### config.mk
export PLATFORM = sky130hd
export DESIGN_NAME = div_by_n_detector
export DESIGN_NICKNAME = d
export VERILOG_FILES = /design/src/rtl/div_pkg.sv /design/src/rtl/div_by_n_detector_mod_shift_step.sv /design/src/rtl/div_by_n_detector.sv
export SDC_FILE = /design/constraint.sdc
export NUM_CORES = 1
export LEC_CHECK = 0
export ABC_CLOCK_PERIOD_IN_PS = 1920
export CORE_MARGIN = 2
export CORE_UTILIZATION = 40
export CTS_CLUSTER_SIZE = 12
export DETAILED_ROUTE_END_ITERATION = 12
export HOLD_SLACK_MARGIN = 0.02
export PLACE_DENSITY = 0.78
export SLEW_MARGIN = 20
export SYNTH_ARGS = -nofsm -noshare
export SYNTH_HDL_FRONTEND = slang
export SYNTH_HIERARCHICAL = 1
export SYNTH_SLANG_ARGS = --single-unit
export TNS_END_PERCENT = 20
### constraint.sdc
create_clock -name clk -period 1.92 [get_ports clk]
set_clock_uncertainty 0.2 [all_clocks]
set_input_delay 0.384 -clock clk [delete_from_list [all_inputs] [get_ports clk]]
set_output_delay 0.384 -clock clk [all_outputs]
set_load 0.02 [all_outputs]
### src/rtl/div_pkg.sv
// div_pkg: shared constants, width helper and parameter range check for the divisibility detector
`define DIV_CHECK_PARAMS(n, w) \
  if ((n) < div_pkg::N_MIN || (n) > div_pkg::N_MAX || (w) < 1 || (w) > div_pkg::W_MAX) begin : g_bad_params \
    $error("div_by_n_detector: N or W outside legal range"); \
  end

package div_pkg;
  localparam int N_MIN = 2;
  localparam int N_MAX = 65535;
  localparam int W_MAX = 8;
  function automatic int clog2_min1(input int v);
    return (v <= 2) ? 1 : $clog2(v);
  endfunction
endpackage

### src/rtl/div_by_n_detector_mod_shift_step.sv
// mod_shift_step: one MSB-first remainder step, (2*r_in + bit_in) mod N via a single conditional subtract
module mod_shift_step #(
  parameter int N  = 3,
  parameter int RW = 2
) (
  input  logic [RW-1:0] r_in,
  input  logic          bit_in,
  output logic [RW-1:0] r_out
);
  logic [RW:0] t;
  always_comb begin
    t = {r_in, bit_in};
    r_out = (t >= (RW+1)'(N)) ? RW'(t - (RW+1)'(N)) : RW'(t);
  end
endmodule

### src/rtl/div_by_n_detector.sv
// div_by_n_detector: streaming MSB-first divisibility test of an unsigned number against modulus N
module div_by_n_detector
  import div_pkg::*;
#(
  parameter int N  = 3,
  parameter int W  = 1,
  parameter int LW = 8,
  localparam int RW = clog2_min1(N)
) (
  input  logic          clk,
  input  logic          reset,
  input  logic          in_valid,
  input  logic          start,
  input  logic [W-1:0]  x,
  output logic          out_valid,
  output logic          divisible,
  output logic [RW-1:0] remainder,
  output logic [LW-1:0] len
);
  `DIV_CHECK_PARAMS(N, W)
  logic [RW-1:0] rem_q, rem_d;
  logic [LW-1:0] len_q, len_d;
  logic          div_q, div_d, ov_q, ov_d;
  logic [W:0][RW-1:0] chain;
  assign chain[0] = start ? '0 : rem_q;
  for (genvar i = 0; i < W; i++) begin : g_step
    mod_shift_step #(.N(N), .RW(RW)) u_step (
      .r_in  (chain[i]),
      .bit_in(x[W-1-i]),
      .r_out (chain[i+1])
    );
  end
  // an idle start clears the number without reporting it divisible
  always_comb begin
    rem_d = in_valid ? chain[W] : start ? '0 : rem_q;
    len_d = in_valid ? (start ? LW'(1) : (&len_q ? len_q : len_q + LW'(1))) : start ? '0 : len_q;
    div_d = in_valid ? (chain[W] == '0) : start ? 1'b0 : div_q;
    ov_d  = in_valid;
  end
  always_ff @(posedge clk) begin
    if (reset) begin
      rem_q <= '0;
      len_q <= '0;
      div_q <= 1'b0;
      ov_q  <= 1'b0;
    end else begin
      rem_q <= rem_d;
      len_q <= len_d;
      div_q <= div_d;
      ov_q  <= ov_d;
    end
  end
  assign remainder = rem_q;
  assign len       = len_q;
  assign divisible = div_q;
  assign out_valid = ov_q;
endmodule

# == Yosys cells after proc, flatten, opt, wreduce, memory -nomap -nowiden ==
# Cells that the tools add are included.
# classes
addsub,2
order_cmp,1
eq_ne,1
muxes,9
n_reduce_logical,4
# op_table
cell,n
$mux W8,4
$add A8 B1 Y8 const B,1
$reduce_and A8 Y1,1
$mux W2,3
$ge A3 B2 Y1 const B,1
$logic_not A2 Y1,1
$mux W1,2
$ne A2 B2 Y1 const B,1
$reduce_and A2 Y1,1
$reduce_bool A2 Y1,1
$sub A2 B2 Y2 const B,1
# word_totals
register_bits,12
elab_cells,21

# == Depth between registers and ports, before layout ==
# Gate-level depths: netlist (run 1).
# depth
depth_word,5
ltp_mapped,7
mapped_depth_nobuf,7

# == Cells and area by module ==
# Netlist (run 1), hierarchy kept.
# modules_own_cells
module,instances,cells_each,area_per_inst_um2,seq_area_each_um2
div_by_n_detector,1,67,598.1,240.2
mod_shift_step,1,6,46.3,0.0

# == Least setup slack after synthesis (run 1) ==
# No wires, ideal clock.
# synth_path
path_type,register to register
startpoint,register rem_q[0] (netlist: remainder[0])
endpoint,register div_q (netlist: divisible)
setup_time_ps,114
arrival_ps,1592
t_required_ps,1606
setup_slack_ps,15
path_stages_with_launch,8
path_buffers,0
period_less_slack_ps,1905
cell_sequence,dfxtp_1 -> nor2b_1 -> ha_1 -> or4b_1 -> o21ai_0 -> nor2_1 -> a21oi_1 -> nor2_1
# synth_lines
item,line,rtl
"start, declared",div_by_n_detector.sv:21,"logic [RW-1:0] rem_q, rem_d;"
"start signal, assigned",div_by_n_detector.sv:47,rem_q <= rem_d;
"end signal, assigned",div_by_n_detector.sv:49,div_q <= div_d;
"end, declared",div_by_n_detector.sv:23,"logic div_q, div_d, ov_q, ov_d;"

# == Worst setup path in the final report (run 1) ==
# layout_path
startpoint,register len_q[1] (netlist: len[1])
endpoint,output len[1]
# layout_lines
item,line,rtl
"start, declared",div_by_n_detector.sv:22,"logic [LW-1:0] len_q, len_d;"
"start signal, assigned",div_by_n_detector.sv:48,len_q <= len_d;
"end, declared",div_by_n_detector.sv:18,output logic [LW-1:0] len
# No word-level cell between the ends.

==> out/results.tsv, run 1 <==
stage	metric	value	unit
outcome	status	completed	
yosys	sequential share of the synthesized area	0.373	
worst_hold_path	min-delay src	start	
layout	layout cells sized above 1	0.217	
worst_setup_path	CP Launch Type	register	
run	number of max-cap violations	0	
clock_network	CTS tree	done	
yosys	number of synthesized flops with an enable pin	0	
timing	Slew Limit Fails	0	
grt	largest net degree at the start of global routing	9	
grt	vias in the first global route	614	
power_and_ir_drop	switching fraction of total power	0.236	
layout	multi-input logic area	382	µm²
floorplan	Core Area	1510	µm²
layout	final core utilization	0.644	
worst_setup_path	WP data required	1.34	ns
grt	GR Util met3	0.0408	
worst_setup_path	slowest CP cell	clkdlybuf4s50_1	
worst_hold_path	HP Class	in -> reg	
clock_network	clock sink count	12	
place	gpl congestion	0.758	
worst_setup_path	RR Startpoint	remainder[0]$_SDFF_PP0_	
yosys	Post-Synthesis Cell Area	644	µm²
power_and_ir_drop	Reg power frac	0.478	
layout	Final #Nets	114	
yosys	Main synth FF type	dfxtp_1	
timing	setup TNS	0	ns
power_and_ir_drop	Leak	0.431	nW
grt	met2 GRT Util	0.288	
place	DP Area	916	µm²
timing	Worst slew margin	0.764	
timing	Fin. Hold Viols	0	
clock_network	postcts setup bufs	0	
timing	FMAX	0.540	GHz
layout	register area	240	µm²
worst_setup_path	Worst setup EP type	output pin	
place	IO Port Bufs	16	
worst_setup_path	Critical Path Stages	1	
timing	count of final setup violators	0	
worst_setup_path	R2R depth	7	
floorplan	Die Width	44.1	µm
timing	Final WS setup	0.0677	ns
layout	ant diodes	0	
drt	via count	663	
worst_setup_path	Arrival @ worst endpoint	1.27	ns
timing	final hold slack	0.267	ns
clock_network	Worst-Skew Late Latency	0.27	ns
worst_setup_path	Crit Path Max Fanout	4	
grt	grt ovf	0	
floorplan	Initial Utilization	0.428	
drt	WL final	1520	µm
place	half-perimeter wire length after placement	1160	µm
worst_setup_path	CP bufs+invs	1	
layout	Area growth, synth to finish	50.5	%
drt	Iteration-0 DRC Markers	6	
clock_network	clock-pin slew on the worst setup and hold paths	0.08	ns
drt	Wirelength per Cell	12.5	µm
timing	unrepaired setup endpoints after global routing	false	
clock_network	cts hold-fix bufs	0	
worst_setup_path	R2R Path End	divisible$_SDFFE_PP0P_	
yosys	Post-Syn Nets	80	
worst_setup_path	Worst path top cell family by delay	buffers and inverters	
grt	most used routing layer in global routing	met2	
floorplan	I/O pin count	17	
worst_setup_path	Setup Crit Path Kind	reg -> out	
timing	post-route minimum period	1.85	ns
grt	antenna violations before repair	0	
grt	met1 Use GR	0.221	
yosys	count of cell types in the netlist	35	
floorplan	Die Y	44.1	µm
worst_setup_path	worst-path cell chain	clkdlybuf4s50_1	
worst_setup_path	CP max stage delay	0.62	ns
yosys	cell count after synthesis	73	
power_and_ir_drop	Combinational Power Share	0.150	
worst_setup_path	critical path endpoint	len[1]	
floorplan	die area	1950	µm²
drt	remaining antenna violation count	0	
layout	post-layout instance area	970	µm²
power_and_ir_drop	Max rail drop VDD	0.425	mV
power_and_ir_drop	Clk pwr share	0.372	
floorplan	Row Count	14	
place	dpl ws	-0.461	ns
power_and_ir_drop	Sw Pwr	128	µW
yosys	Ys Warns	6	
drt	DRC Markers	0	
clock_network	clock buffer depth	2	
clock_network	TritonCTS Buffers	3	
yosys	Avg Cell Area, Syn	8.83	µm²
power_and_ir_drop	pwr dens	558	nW/µm²
yosys	asr flop ratio synth	0	
clock_network	Clock Tree Root	clkbuf_4	
timing	fin crit share	0.965	
worst_setup_path	flop2flop setup slack	0.16	ns
grt	GRT Overall Usage	0.178	
layout	# fillers	133	
timing	Tightest Pin Transition	0.351	ns
drt	DRT Pass-1 Iters	4	
worst_setup_path	Worst Setup SP	len[1]$_SDFFE_PP0P_	
grt	first-pass GRT wire length	2540	µm
yosys	FF+latch count, synth	12	
power_and_ir_drop	Power Internal	414	µW
clock_network	CTS HTree Levels	1	
drt	vias per inst	5.43	
[area by class of cell]
type,count,share of cell area
clock buffers,4,0.0374
multi-input cells,56,0.394
repair buffers,31,0.289
well taps,16,0.0206
flip-flops and latches,12,0.248
inverters,3,0.0116
[what timing repair did]
item	CTS	global route
endpoints found under the setup margin	5	4
resized for setup	6	5
hold endpoints to repair	0	0
pin swaps	1	1
[synth_stat cells (2+ instances only)]
cell type  number  share of area
nor2b_1         3          0.029
nor2_1          6          0.035
a21oi_1         4          0.031
nor3_1          2          0.016
nand4_1         2          0.019
mux2i_1         5          0.078
inv_1           3          0.017
nand3_1         2          0.016
nand2_1         8          0.047
dfxtp_1        12           0.37
ha_1            2          0.039
[layer usage]
layer | wire length (µm) | vias up
met5 | 0 | -
met4 | 10 | 0
met3 | 78 | 2
met2 | 722 | 21
met1 | 709 | 298
li1 | - | 342
[worst min-delay path by stage]
stage,to,slack [ns],cells past startpoint
final,len[2]$_SDFFE_PP0P_,0.27,3
after global routing,len[6]$_SDFFE_PP0P_,0.29,3
after CTS,len[1]$_SDFFE_PP0P_,0.31,2
after detailed placement,len[1]$_SDFFE_PP0P_,0.30,2
after global placement,len[1]$_SDFFE_PP0P_,0.28,2
after floorplan,len[2]$_SDFFE_PP0P_,0.26,1
[power by group through the flow]
stage	sequential [mW]	combinational (mW)	clock, mW
floorplan	0.272	0.0309	0
global placement	0.264	0.0754	0
detailed placement	0.265	0.0770	0
CTS	0.259	0.0790	0.209
global route	0.259	0.0877	0.218
finish	0.259	0.0810	0.202
[cell usage in the layout, fill, tap and decap left out, types with 2 or more instances in the layout]
master	netlist	layout
clkdlybuf4s50_1	0	10
nor2_1	6	6
buf_4	1	14
nand3_1	2	2
nand2_1	8	8
nand4_1	2	2
dlymetal6s2s_1	0	3
a21oi_1	4	4
dlygate4sd2_1	0	3
nor2b_1	3	3
clkbuf_4	0	3
dfxtp_1	12	12
mux2i_1	5	5
inv_1	3	3
nor3_1	2	2
[flip-flops by register name, indices dropped and copies added (netlist names)]
register / flops
divisible: 1
remainder: 2
len: 8
out_valid: 1
[cells by family after synthesis]
kind of cell / Yosys count / synth area share
flops: 12 / 0.373
buf+inv: 5 / 0.0505
mux: 5 / 0.0777
fa+ha+maj: 2 / 0.0388
simple gates: 33 / 0.280
compound gates: 16 / 0.181
[per-stage QoR]
step	total power, mW	std cells
3_5_place_dp	0.342	118
2_1_floorplan	0.303	73
4_1_cts	0.547	122
5_1_grt	0.565	122
6_report	0.541	122
3_3_place_gp	0.340	118
No activity file was read; power rests on OpenSTA's default activity.
==> run 2, diff against run 1 <==
- CTS_BUF_LIST: default -> sky130_fd_sc_hd__clkbuf_4 sky130_fd_sc_hd__clkbuf_8 sky130_fd_sc_hd__clkbuf_16
==> results of run 2 <==
The final DEF is identical to that of run 1; final timing and power are the same.
==> run 3, diff against run 2 <==
- CAP_MARGIN: default -> 25
- CELL_PAD_IN_SITES_DETAIL_PLACEMENT: default -> 2
- CELL_PAD_IN_SITES_GLOBAL_PLACEMENT: default -> 2
- CORE_ASPECT_RATIO: default -> 0.8
- CORE_UTILIZATION: 40 -> 24
- PLACE_DENSITY: 0.78 -> 0.8
==> run 3 against run 2 <==
  * Sequential power about the same
  * Utilization decreased by 25 points
  * Via count increased by 4.2%
  * Fmax decreased by 0.51%
  * Largest cell class unchanged
  * Critical endpoint unchanged
  * First-iteration DRC count increased to 3.2 times the previous value
  * Routed wire length increased by 55%
==> out/results.tsv, run 3 (synthesized netlist as in run 1, its figures left out) <==
stage	metric	value	unit
clock_network	clock sink count	12	
worst_setup_path	CP max stage delay	0.63	ns
worst_setup_path	Worst path top cell family by delay	buffers and inverters	
clock_network	clock-pin slew on the worst setup and hold paths	0.08	ns
clock_network	cts hold-fix bufs	0	
clock_network	Worst-Skew Late Latency	0.27	ns
drt	WL final	2360	µm
place	half-perimeter wire length after placement	1590	µm
worst_setup_path	Setup Crit Path Kind	reg -> out	
clock_network	Clock Tree Root	clkbuf_4	
worst_setup_path	R2R depth	7	
layout	Area growth, synth to finish	54.6	%
layout	ant diodes	0	
layout	layout cells sized above 1	0.236	
worst_setup_path	CP bufs+invs	1	
timing	fin crit share	0.970	
timing	unrepaired setup endpoints after global routing	true	
timing	post-route minimum period	1.86	ns
floorplan	I/O pin count	17	
layout	Final #Nets	114	
worst_setup_path	Critical Path Stages	1	
layout	# fillers	278	
floorplan	die area	3120	µm²
drt	Iteration-0 DRC Markers	19	
drt	via count	691	
drt	DRC Markers	0	
grt	largest net degree at the start of global routing	10	
grt	vias in the first global route	739	
floorplan	Row Count	16	
timing	Worst slew margin	0.785	
clock_network	TritonCTS Buffers	3	
worst_setup_path	Crit Path Max Fanout	4	
worst_hold_path	HP Class	reg -> reg	
worst_setup_path	Arrival @ worst endpoint	1.28	ns
worst_setup_path	Worst Setup SP	len[1]$_SDFFE_PP0P_	
grt	GRT Overall Usage	0.171	
timing	count of final setup violators	0	
timing	setup TNS	0	ns
timing	FMAX	0.537	GHz
worst_setup_path	worst-path cell chain	clkdlybuf4s50_1	
worst_setup_path	RR Startpoint	remainder[0]$_SDFF_PP0_	
layout	Largest register FFs	8	
timing	Tightest Pin Transition	0.321	ns
worst_setup_path	R2R Path End	divisible$_SDFFE_PP0P_	
timing	Slew Limit Fails	0	
run	number of max-cap violations	0	
drt	DRT Pass-1 Iters	2	
worst_setup_path	WP data required	1.34	ns
worst_setup_path	slowest CP cell	clkdlybuf4s50_1	
place	gpl congestion	0.860	
drt	Wirelength per Cell	16.6	µm
worst_setup_path	flop2flop setup slack	0.07	ns
layout	most frequent cells in the layout	buf_4 (15), dfxtp_1 (11), clkdlybuf4s50_1 (11)	
power_and_ir_drop	Leak	0.404	nW
grt	grt ovf	0	
drt	vias per inst	4.87	
power_and_ir_drop	Max rail drop VDD	0.207	mV
grt	first-pass GRT wire length	3880	µm
drt	remaining antenna violation count	0	
power_and_ir_drop	pwr dens	555	nW/µm²
worst_setup_path	CP Launch Type	register	
timing	Fin. Hold Viols	0	
floorplan	Die Y	50.3	µm
clock_network	CTS tree	done	
place	IO Port Bufs	16	
outcome	status	completed	
floorplan	Initial Utilization	0.258	
place	Placed Cells	137	
worst_setup_path	critical path endpoint	len[1]	
floorplan	Core Area	2500	µm²
layout	post-route non-filler standard cell count	142	
clock_network	CTS HTree Levels	1	
worst_setup_path	Worst setup EP type	output pin	
floorplan	Die Width	61.9	µm
clock_network	clock buffer depth	2	
grt	antenna violations before repair	0	
layout	commonest non-fill, non-tap cell in the layout	buf_4	
run 3: final cells by class:
class / count / area, µm² / area share
inverter: 3 / 11.3 / 0.0113
timing repair buffer: 31 / 270 / 0.271
clock buffer: 4 / 36.3 / 0.0364
multi-input combinational: 56 / 392 / 0.393
tap: 36 / 45.0 / 0.0452
sequential: 12 / 241 / 0.242
run 3: repair_timing:
item,CTS,global route
pin swaps,2,1
setup buffers,1,0
endpoints found under the setup margin,5,3
resized for setup,8,4
run 3: worst min path at each step:
stage | endpoint | startpoint | slack (ns) | cells past startpoint
finish | len[1]$_SDFFE_PP0P_ | len[1]$_SDFFE_PP0P_ | 0.33 | 2
global placement | len[1]$_SDFFE_PP0P_ | len[1]$_SDFFE_PP0P_ | 0.28 | 2
CTS | len[1]$_SDFFE_PP0P_ | len[1]$_SDFFE_PP0P_ | 0.33 | 2
global route | len[1]$_SDFFE_PP0P_ | len[1]$_SDFFE_PP0P_ | 0.38 | 2
detailed placement | len[1]$_SDFFE_PP0P_ | len[1]$_SDFFE_PP0P_ | 0.32 | 2
floorplan | len[2]$_SDFFE_PP0P_ | start | 0.26 | 1
run 3: stage by stage:
stage | total power, mW | setup slack [ns] | hold WS, ns | utilization | area [µm²]
3_5_place_dp | 0.343 | -0.524 | 0.320 | 0.373 | 933
2_1_floorplan | 0.303 | 0.0147 | 0.263 | - | 644
6_report | 0.552 | 0.0581 | 0.329 | 0.398 | 996
4_1_cts | 0.554 | 0.0200 | 0.334 | 0.393 | 982
3_3_place_gp | 0.339 | -0.370 | 0.285 | 0.373 | 933
5_1_grt | 0.576 | -0.0402 | 0.379 | 0.398 | 996
run 3: where the power goes:
part	internal [mW]	leakage, nW	switching (mW)
Combinational	0.0427	0.285	0.0430
Sequential	0.255	0.0980	0.00468
Clock	0.115	0.0210	0.0919
run 3: routing by layer:
layer | wire [µm] | global-route usage | part of all wire | vias up
met3 | 77 | 0.0335 | 0.033 | 0
li1 | - | - | - | 339
met2 | 1090 | 0.256 | 0.46 | 14
met1 | 1190 | 0.253 | 0.50 | 338
met5 | 0 | 0 | 0 | -
met4 | 0 | 0.0319 | 0 | 0
